### src/rtl/axis_slave_packer_pkg.sv
// Shared definitions for the AXI4-Stream byte-to-word packer.
// The FSM state codes and the default frame geometry are shared with axis_master.
package axis_slave_packer_pkg;

  localparam int BYTE_W_DEF = 8;
  localparam int BEATS_DEF  = 4;

  typedef enum logic [1:0] {
    COLLECT = 2'd0,
    HOLD    = 2'd1,
    DROP    = 2'd2
  } state_t;

  function automatic logic [7:0] sat_inc8(input logic [7:0] v);
    return (v == 8'hFF) ? v : v + 8'd1;
  endfunction

endpackage

### src/rtl/axis_slave_packer.sv
// Receives BEATS-byte frames from an AXI4-Stream link and presents each frame as one word.
// Frames that end early or late are discarded and counted.
//
// state   | meaning
// --------+-----------------------------------------------------------
// COLLECT | accepting beats into the partial word
// HOLD    | complete word on dout, waiting for dout_ready
// DROP    | discarding beats of an over-long frame until tlast
module axis_slave_packer
  import axis_slave_packer_pkg::*;
#(
  parameter int BYTE_W = BYTE_W_DEF,
  parameter int BEATS  = BEATS_DEF
) (
  input  logic                    s_axis_clk,
  input  logic                    s_axis_rstn,
  input  logic                    s_axis_tvalid,
  output logic                    s_axis_tready,
  input  logic [BYTE_W-1:0]       s_axis_tdata,
  input  logic                    s_axis_tlast,
  output logic [BYTE_W*BEATS-1:0] dout,
  output logic                    dout_valid,
  input  logic                    dout_ready,
  output logic                    frame_err,
  output logic [7:0]              err_cnt
);

  localparam int IDX_W = (BEATS > 1) ? $clog2(BEATS) : 1;
  localparam logic [IDX_W-1:0] LAST_IDX = IDX_W'(BEATS - 1);

  state_t                         state_q, state_d;
  logic [IDX_W-1:0]               idx_q, idx_d;
  logic [BEATS-1:0][BYTE_W-1:0]   part_q, part_d;
  logic [BYTE_W*BEATS-1:0]        dout_q, dout_d;
  logic                           tready_q, tready_d;
  logic                           dout_valid_q, dout_valid_d;
  logic                           frame_err_q, frame_err_d;
  logic [7:0]                     err_cnt_q, err_cnt_d;
  logic                           beat_acc;

  assign beat_acc = s_axis_tvalid && tready_q;

  always_comb begin
    state_d      = state_q;
    idx_d        = idx_q;
    part_d       = part_q;
    dout_d       = dout_q;
    tready_d     = tready_q;
    dout_valid_d = dout_valid_q;
    frame_err_d  = 1'b0;
    err_cnt_d    = err_cnt_q;

    unique case (state_q)
      COLLECT: begin
        tready_d = 1'b1;
        if (beat_acc) begin
          idx_d = '0;
          if (idx_q != LAST_IDX) begin
            if (!s_axis_tlast) begin
              part_d[idx_q] = s_axis_tdata;
              idx_d         = idx_q + IDX_W'(1);
            end else begin
              frame_err_d = 1'b1;
              err_cnt_d   = sat_inc8(err_cnt_q);
            end
          end else if (s_axis_tlast) begin
            part_d[idx_q] = s_axis_tdata;
            dout_d        = part_d;
            dout_valid_d  = 1'b1;
            tready_d      = 1'b0;
            state_d       = HOLD;
          end else begin
            // Over-long frame: flag once here, swallow the rest in DROP.
            frame_err_d = 1'b1;
            err_cnt_d   = sat_inc8(err_cnt_q);
            state_d     = DROP;
          end
        end
      end
      HOLD: begin
        if (dout_ready) begin
          dout_valid_d = 1'b0;
          tready_d     = 1'b1;
          state_d      = COLLECT;
        end
      end
      DROP: begin
        tready_d = 1'b1;
        if (beat_acc && s_axis_tlast) begin
          state_d = COLLECT;
        end
      end
      default: begin
        state_d = COLLECT;
      end
    endcase
  end

  always_ff @(posedge s_axis_clk or negedge s_axis_rstn) begin
    if (!s_axis_rstn) begin
      state_q      <= COLLECT;
      idx_q        <= '0;
      part_q       <= '0;
      dout_q       <= '0;
      tready_q     <= 1'b0;
      dout_valid_q <= 1'b0;
      frame_err_q  <= 1'b0;
      err_cnt_q    <= 8'd0;
    end else begin
      state_q      <= state_d;
      idx_q        <= idx_d;
      part_q       <= part_d;
      dout_q       <= dout_d;
      tready_q     <= tready_d;
      dout_valid_q <= dout_valid_d;
      frame_err_q  <= frame_err_d;
      err_cnt_q    <= err_cnt_d;
    end
  end

  assign s_axis_tready = tready_q;
  assign dout          = dout_q;
  assign dout_valid    = dout_valid_q;
  assign frame_err     = frame_err_q;
  assign err_cnt       = err_cnt_q;

endmodule
### config.mk
export PLATFORM = sky130hd
export DESIGN_NAME = axis_slave_packer
export DESIGN_NICKNAME = d
export VERILOG_FILES = /design/src/rtl/axis_slave_packer_pkg.sv /design/src/rtl/axis_slave_packer.sv
export SDC_FILE = /design/constraint.sdc
export NUM_CORES = 1
export LEC_CHECK = 0
export ABC_CLOCK_PERIOD_IN_PS = 2050
export BUFFER_PORTS_ARGS = -buffer_cell sky130_fd_sc_hd__buf_2
export CAP_MARGIN = 10
export CORE_MARGIN = 2
export CORE_UTILIZATION = 48
export CTS_CLUSTER_SIZE = 8
export DETAILED_ROUTE_END_ITERATION = 8
export GPL_ROUTABILITY_DRIVEN = 0
export HOLD_SLACK_MARGIN = 0.05
export PLACE_DENSITY = 0.72
export SLEW_MARGIN = 30
export SYNTH_ARGS = -nofsm -noshare
export SYNTH_HDL_FRONTEND = slang
export SYNTH_SLANG_ARGS = --single-unit
export TNS_END_PERCENT = 50
### constraint.sdc
create_clock -name s_axis_clk -period 2.05 [get_ports s_axis_clk]
set_clock_uncertainty 0.2 [all_clocks]
set_input_delay 0.41 -clock s_axis_clk [delete_from_list [all_inputs] [get_ports s_axis_clk]]
set_output_delay 0.41 -clock s_axis_clk [all_outputs]
set_load 0.01 [all_outputs]
# Word level (Yosys, flattened, before mapping)
# Index checks and enable logic that the tools add are counted.
# word_totals
reg_bits	79
out_inout_bits	43
word_cells	74
# op_classes
add_sub_neg	2
n_lt_le_gt_ge	2
eq_ne	12
mux	32
bitwise_logic	1
reduce_logical	14
# ops
operator	count
2-to-1 mux 32 bit	3
2-to-1 mux 8 bit	5
bitwise mux 32 bit	1
demux 8 bit (select 2 bit)	1
!= test 2 bit (second input constant)	8
AND reduction 4 bit	4
2-to-1 mux 2 bit	7
2-to-1 mux 1 bit	12
adder 8 x 1 -> 8 bit (second input constant)	1
== test 8 bit (second input constant)	1
one-hot mux 2 bit (3 select lines)	1
AND reduction 5 bit	1
AND reduction 2 bit	2
nonzero test 2 bit	2
logical AND 1 bit	3
less-than comparator 2 x 3 -> 1 bit (second input constant)	1
one-hot mux 1 bit (3 select lines)	1
nonzero test 3 bit	1
adder 2 x 1 -> 2 bit (second input constant)	1
== test 2 x 1 -> 1 bit (second input constant)	1
== test 2 bit (second input constant)	1
greater-or-equal comparator 2 x 1 -> 1 bit (second input constant)	1
logical NOT 2 bit	1
!= test 2 x 1 -> 1 bit (second input constant)	1
2 further kinds	2

# Logic depth before layout (Yosys ltp)
# logic_depth
ltp_word	7
depth_mapped	8
depth_no_buf	6

# Worst setup path before layout
# OpenSTA, ideal clock, no wires.
# synth_timing
path_type	reg-to-reg
from	register idx_q[0]
to	register err_cnt_q[5], in the netlist err_cnt[5]
t_arrival_ns	1.700
t_required_ns	1.723
setup_slack_ns	0.023
path_stages_with_launch	6
path_cell_list	dfrtp_1 > ha_1 > ha_1 > nor4_4 > and3_1 > mux2_1
# synth_via
elab_chain_cells	3
elab_cells_between_ends	5
# synth_lines
element	line	rtl
start, declared	axis_slave_packer.sv:32	logic [IDX_W-1:0] idx_q, idx_d;
start signal, assigned	axis_slave_packer.sv:111	idx_q <= idx_d;
!= test 2 bit (*)	axis_slave_packer.sv:58	if (idx_q != LAST_IDX) begin
!= test 2 x 1 -> 1 bit (no line) or != test 2 bit (tied branches)	-	
AND reduction 4 bit (no line)	-	
end signal, assigned	axis_slave_packer.sv:117	err_cnt_q <= err_cnt_d;
end, declared	axis_slave_packer.sv:38	logic [7:0] err_cnt_q, err_cnt_d;
# Every way passes the cells marked *; elsewhere a longest branch is shown, timed or not.
# A chain may end at the register's enable or synchronous reset.

# Worst setup path after layout
# layout_timing
from	register idx_q[0]
to	register part_q[22] in the netlist's numbering
# layout_via
elab_chain_cells	7
elab_cells_between_ends	13
# layout_lines
element	line	rtl
less-than comparator 2 x 3 -> 1 bit (not written as such) or greater-or-equal comparator 2 x 1 -> 1 bit (tied branches)	axis_slave_packer.sv:60, axis_slave_packer.sv:67	
logical AND 1 bit (not written as such)	axis_slave_packer.sv:60, axis_slave_packer.sv:67	
2-to-1 mux 8 bit (not written as such)	axis_slave_packer.sv:60, axis_slave_packer.sv:67	
demux 8 bit (select 2 bit)	axis_slave_packer.sv:60, axis_slave_packer.sv:67	
bitwise mux 32 bit	axis_slave_packer.sv:60, axis_slave_packer.sv:67	
2-to-1 mux 32 bit, on equally long branches	axis_slave_packer.sv:66, axis_slave_packer.sv:59	
2-to-1 mux 32 bit	axis_slave_packer.sv:58	
end signal, assigned	axis_slave_packer.sv:112	part_q <= part_d;
end, declared	axis_slave_packer.sv:33	logic [BEATS-1:0][BYTE_W-1:0] part_q, part_d;
# Several ways; a longest one is shown, not always the timed one. The select of a mux whose other input is x is not followed.

==> impl_metrics.yaml <==
worst_setup_path:
  cp_max_fo: 8
  critPathRequiredTime_ps: 2080
  setup.worst_path.class: "reg2reg"
  crit_path_start_kind: "flip-flop"
  data_arrival_time_of_the_critical_path_ps: 2000
  timing.critical_path.to_type: "flip-flop"
logic_synthesis:
  yosys-top-cells-area: "dfrtp_1 55%, mux2i_1 9.5%, mux2_2 9.4%"
  syn_inst: 297
  synth_area_leader_cell: "dfrtp_1"
  synth-seq-area-share: 0.549
  synth.cell_area_um2: 3600
  postSynthAreaPerCell_um2: 12.1
  ys_seq_elements: 79
  synth.top_cell.area_share: 0.549
  syn_nets: 322
  yosysUniqueCellTypes: 36
  synthFlopType: "dfrtp_1"
  synth_edf_count: 0
  asyncSetResetFlopFracSynth: 1.00
  synth_warnings: 0
placed_design:
  dpl-instance-area_um2: 4070
  placed_wire_length_estimate_um: 4800
  port_buffers: 55
  number_of_placed_cells_counting_well_taps: 451
clock_tree:
  htree_levels: 3
  clock_sinks: 79
  cts.clk_slew.worst_paths_ps: 80
  clk_path_buf_depth: 2
  tritoncts: "built"
  clkLatencyLatePin_ps: 340
  cts_made_buffers: 9
  clock-root-buffer: "clkbuf_8"
timing:
  period_minus_slack_ps: 1970
  fmax_ghz: 0.508
  timing.max_slew.rel_slack: 0.742
  rsz0062_at_grt: "yes"
  setup_viol_count_final: 0
  worst_pin_slew_ps: 388
  fin_setup_tns_ps: 0
  hold_violations: 0
  drv_slew: 0
  min_period_over_period: 0.960
layout:
  n_fill_cell: 636
  final_layout_net_count: 391
  drive_gt1_frac: 0.348
  insertedDiodeCount: 0
  layout_stage_area_growth_over_the_synthesis_result_pct: 18.9
  mostFrequentLayoutCells: "79 x dfrtp_1, 54 x buf_2, 39 x nand2_1"
  stdcell_area_um2: 4280
  final_core_utilization: 0.590
  final-instance-count-excl-fill: 470
  layout.cells.most_common: "dfrtp_1"
die:
  coreArea_um2: 7250
  chipWidth_um: 90.6
  fp.dieArea_um2: 8210
  chipHeight_um: 90.6
  floorplan.rows: 31
  pin_count: 56
  initial_utilization: 0.496
power_and_ir_drop:
  pwr_density_cell_nw_per_um2: 1340
  post-layout-total-power_mw: 5.76
  leakage_power_total_nw: 2.09
  worst_ir_drop_vdd_mv: 0.541
drt:
  wl_cell_um: 14.4
  post-route-drc-count: 0
  vias_per_cell: 5.22
  totalWireLength_um: 6750
  first_pass_iters: 4
  drt_first_iter_violations: 85
  drtAntennaViolNets: 0
  route.vias.total: 2454
run:
  drv.max_cap_violation_count: 0
global_routing:
  gr-total-overflow: 0
  first_pass_grt_wire_length_um: 11600
  grt_pass1_vias: 2416
  grt_antenna_before_repair: 0
  groute.usage.overall: 0.179
  pin_count_of_the_biggest_net_entering_global_routing: 53
outcome:
  run_status: "finished clean"
hold_path:
  hold_path.class: "in2reg"
## state kept, by name (all words and copies together), names as in the netlist
signal,cells
frame_err,1
s_axis_tready,1
part_q,32
idx_q,2
dout_valid,1
dout,32
state_q,2
err_cnt,8
## report_power, final
group	total, mW	switching [mW]	internal, mW
logic	2.13	1.05	1.08
registers	2.58	0.364	2.21
clock network	1.05	0.597	0.450
total	5.76	2.02	3.74
## kinds of logic (layout without fill, tap and decap cells)
| logic type | Yosys count | count (layout) | synth area share |
|---|---|---|---|
| mux | 70 | 70 | 0.207 |
| buf+inv | 19 | 93 | 0.0236 |
| xor+xnor | 2 | 2 | 0.00487 |
| compound gates | 47 | 47 | 0.0716 |
| flops | 79 | 79 | 0.549 |
| simple gates | 68 | 68 | 0.102 |
| fa+ha+maj | 12 | 12 | 0.0417 |
## synth_stat cells, types with 2 or more instances
cell and count:
o21ai_1 14, buf_2 11, nor2_1 2, o21a_1 2
mux2_2 30, nand3_1 6, mux2_1 6, nand2_2 4
a21oi_1 4, ha_1 12, o21ai_0 21, nand4_1 2
and3_1 4, mux2i_1 34, dfrtp_1 79, nand2_1 39
inv_1 8
## stage by stage
step | setup slack [ps] | hold slack (ps)
floorplan | 22.9 | -85.6
global placement | 69.5 | 154
detailed placement | 4.03 | 157
CTS | 0.639 | 205
global route | -34.0 | 230
finish | 82.8 | 216
## final timing paths
kind,from,to,slack [ps],depth (start not counted)
min in group asynchronous,s_axis_rstn,state_q[1],330,2
hold reg to reg,dout[3],dout[3],270,2
max in group asynchronous,s_axis_rstn,idx_q[0],720,3
hold / removal,s_axis_tdata[7],part_q[7],220,2
setup / recovery,idx_q[0],part_q[22],80,6
setup reg to reg,idx_q[0],part_q[22],80,6
## critical path, cell delays in order (launching register included)
cell	delay (ps)
dfrtp_1	390
ha_2	210
inv_1	80
ha_2	300
nor2_4	170
nand2_2	170
mux2_1	350
## area by class of cell
cell class / count / area (um^2) / area share
multi-input combinational: 199 / 1550 / 0.362
clock inverter: 7 / 55.1 / 0.0129
tap: 99 / 124 / 0.0289
timing repair buffer: 69 / 423 / 0.0988
inverter: 8 / 30.0 / 0.00701
clock buffer: 9 / 124 / 0.0289
sequential: 79 / 1980 / 0.462
## metal layers
metal / vias up / track usage / wire (um)
met5: - / 0 / 0
met4: 0 / 0.0872 / 178
met3: 14 / 0.0342 / 156
met2: 38 / 0.284 / 3290
met1: 1209 / 0.236 / 3130
li1: 1193 / - / -
## timing repair
item / CTS / global route
pin swaps: 1 / 1
endpoints found under the setup margin: 1 / 63
hold buffers: 1 / 0
hold endpoints to repair: 27 / 0
gates resized for setup: 0 / 6
buffers inserted: 0 / 2
Power figures use the tool's default switching activity.
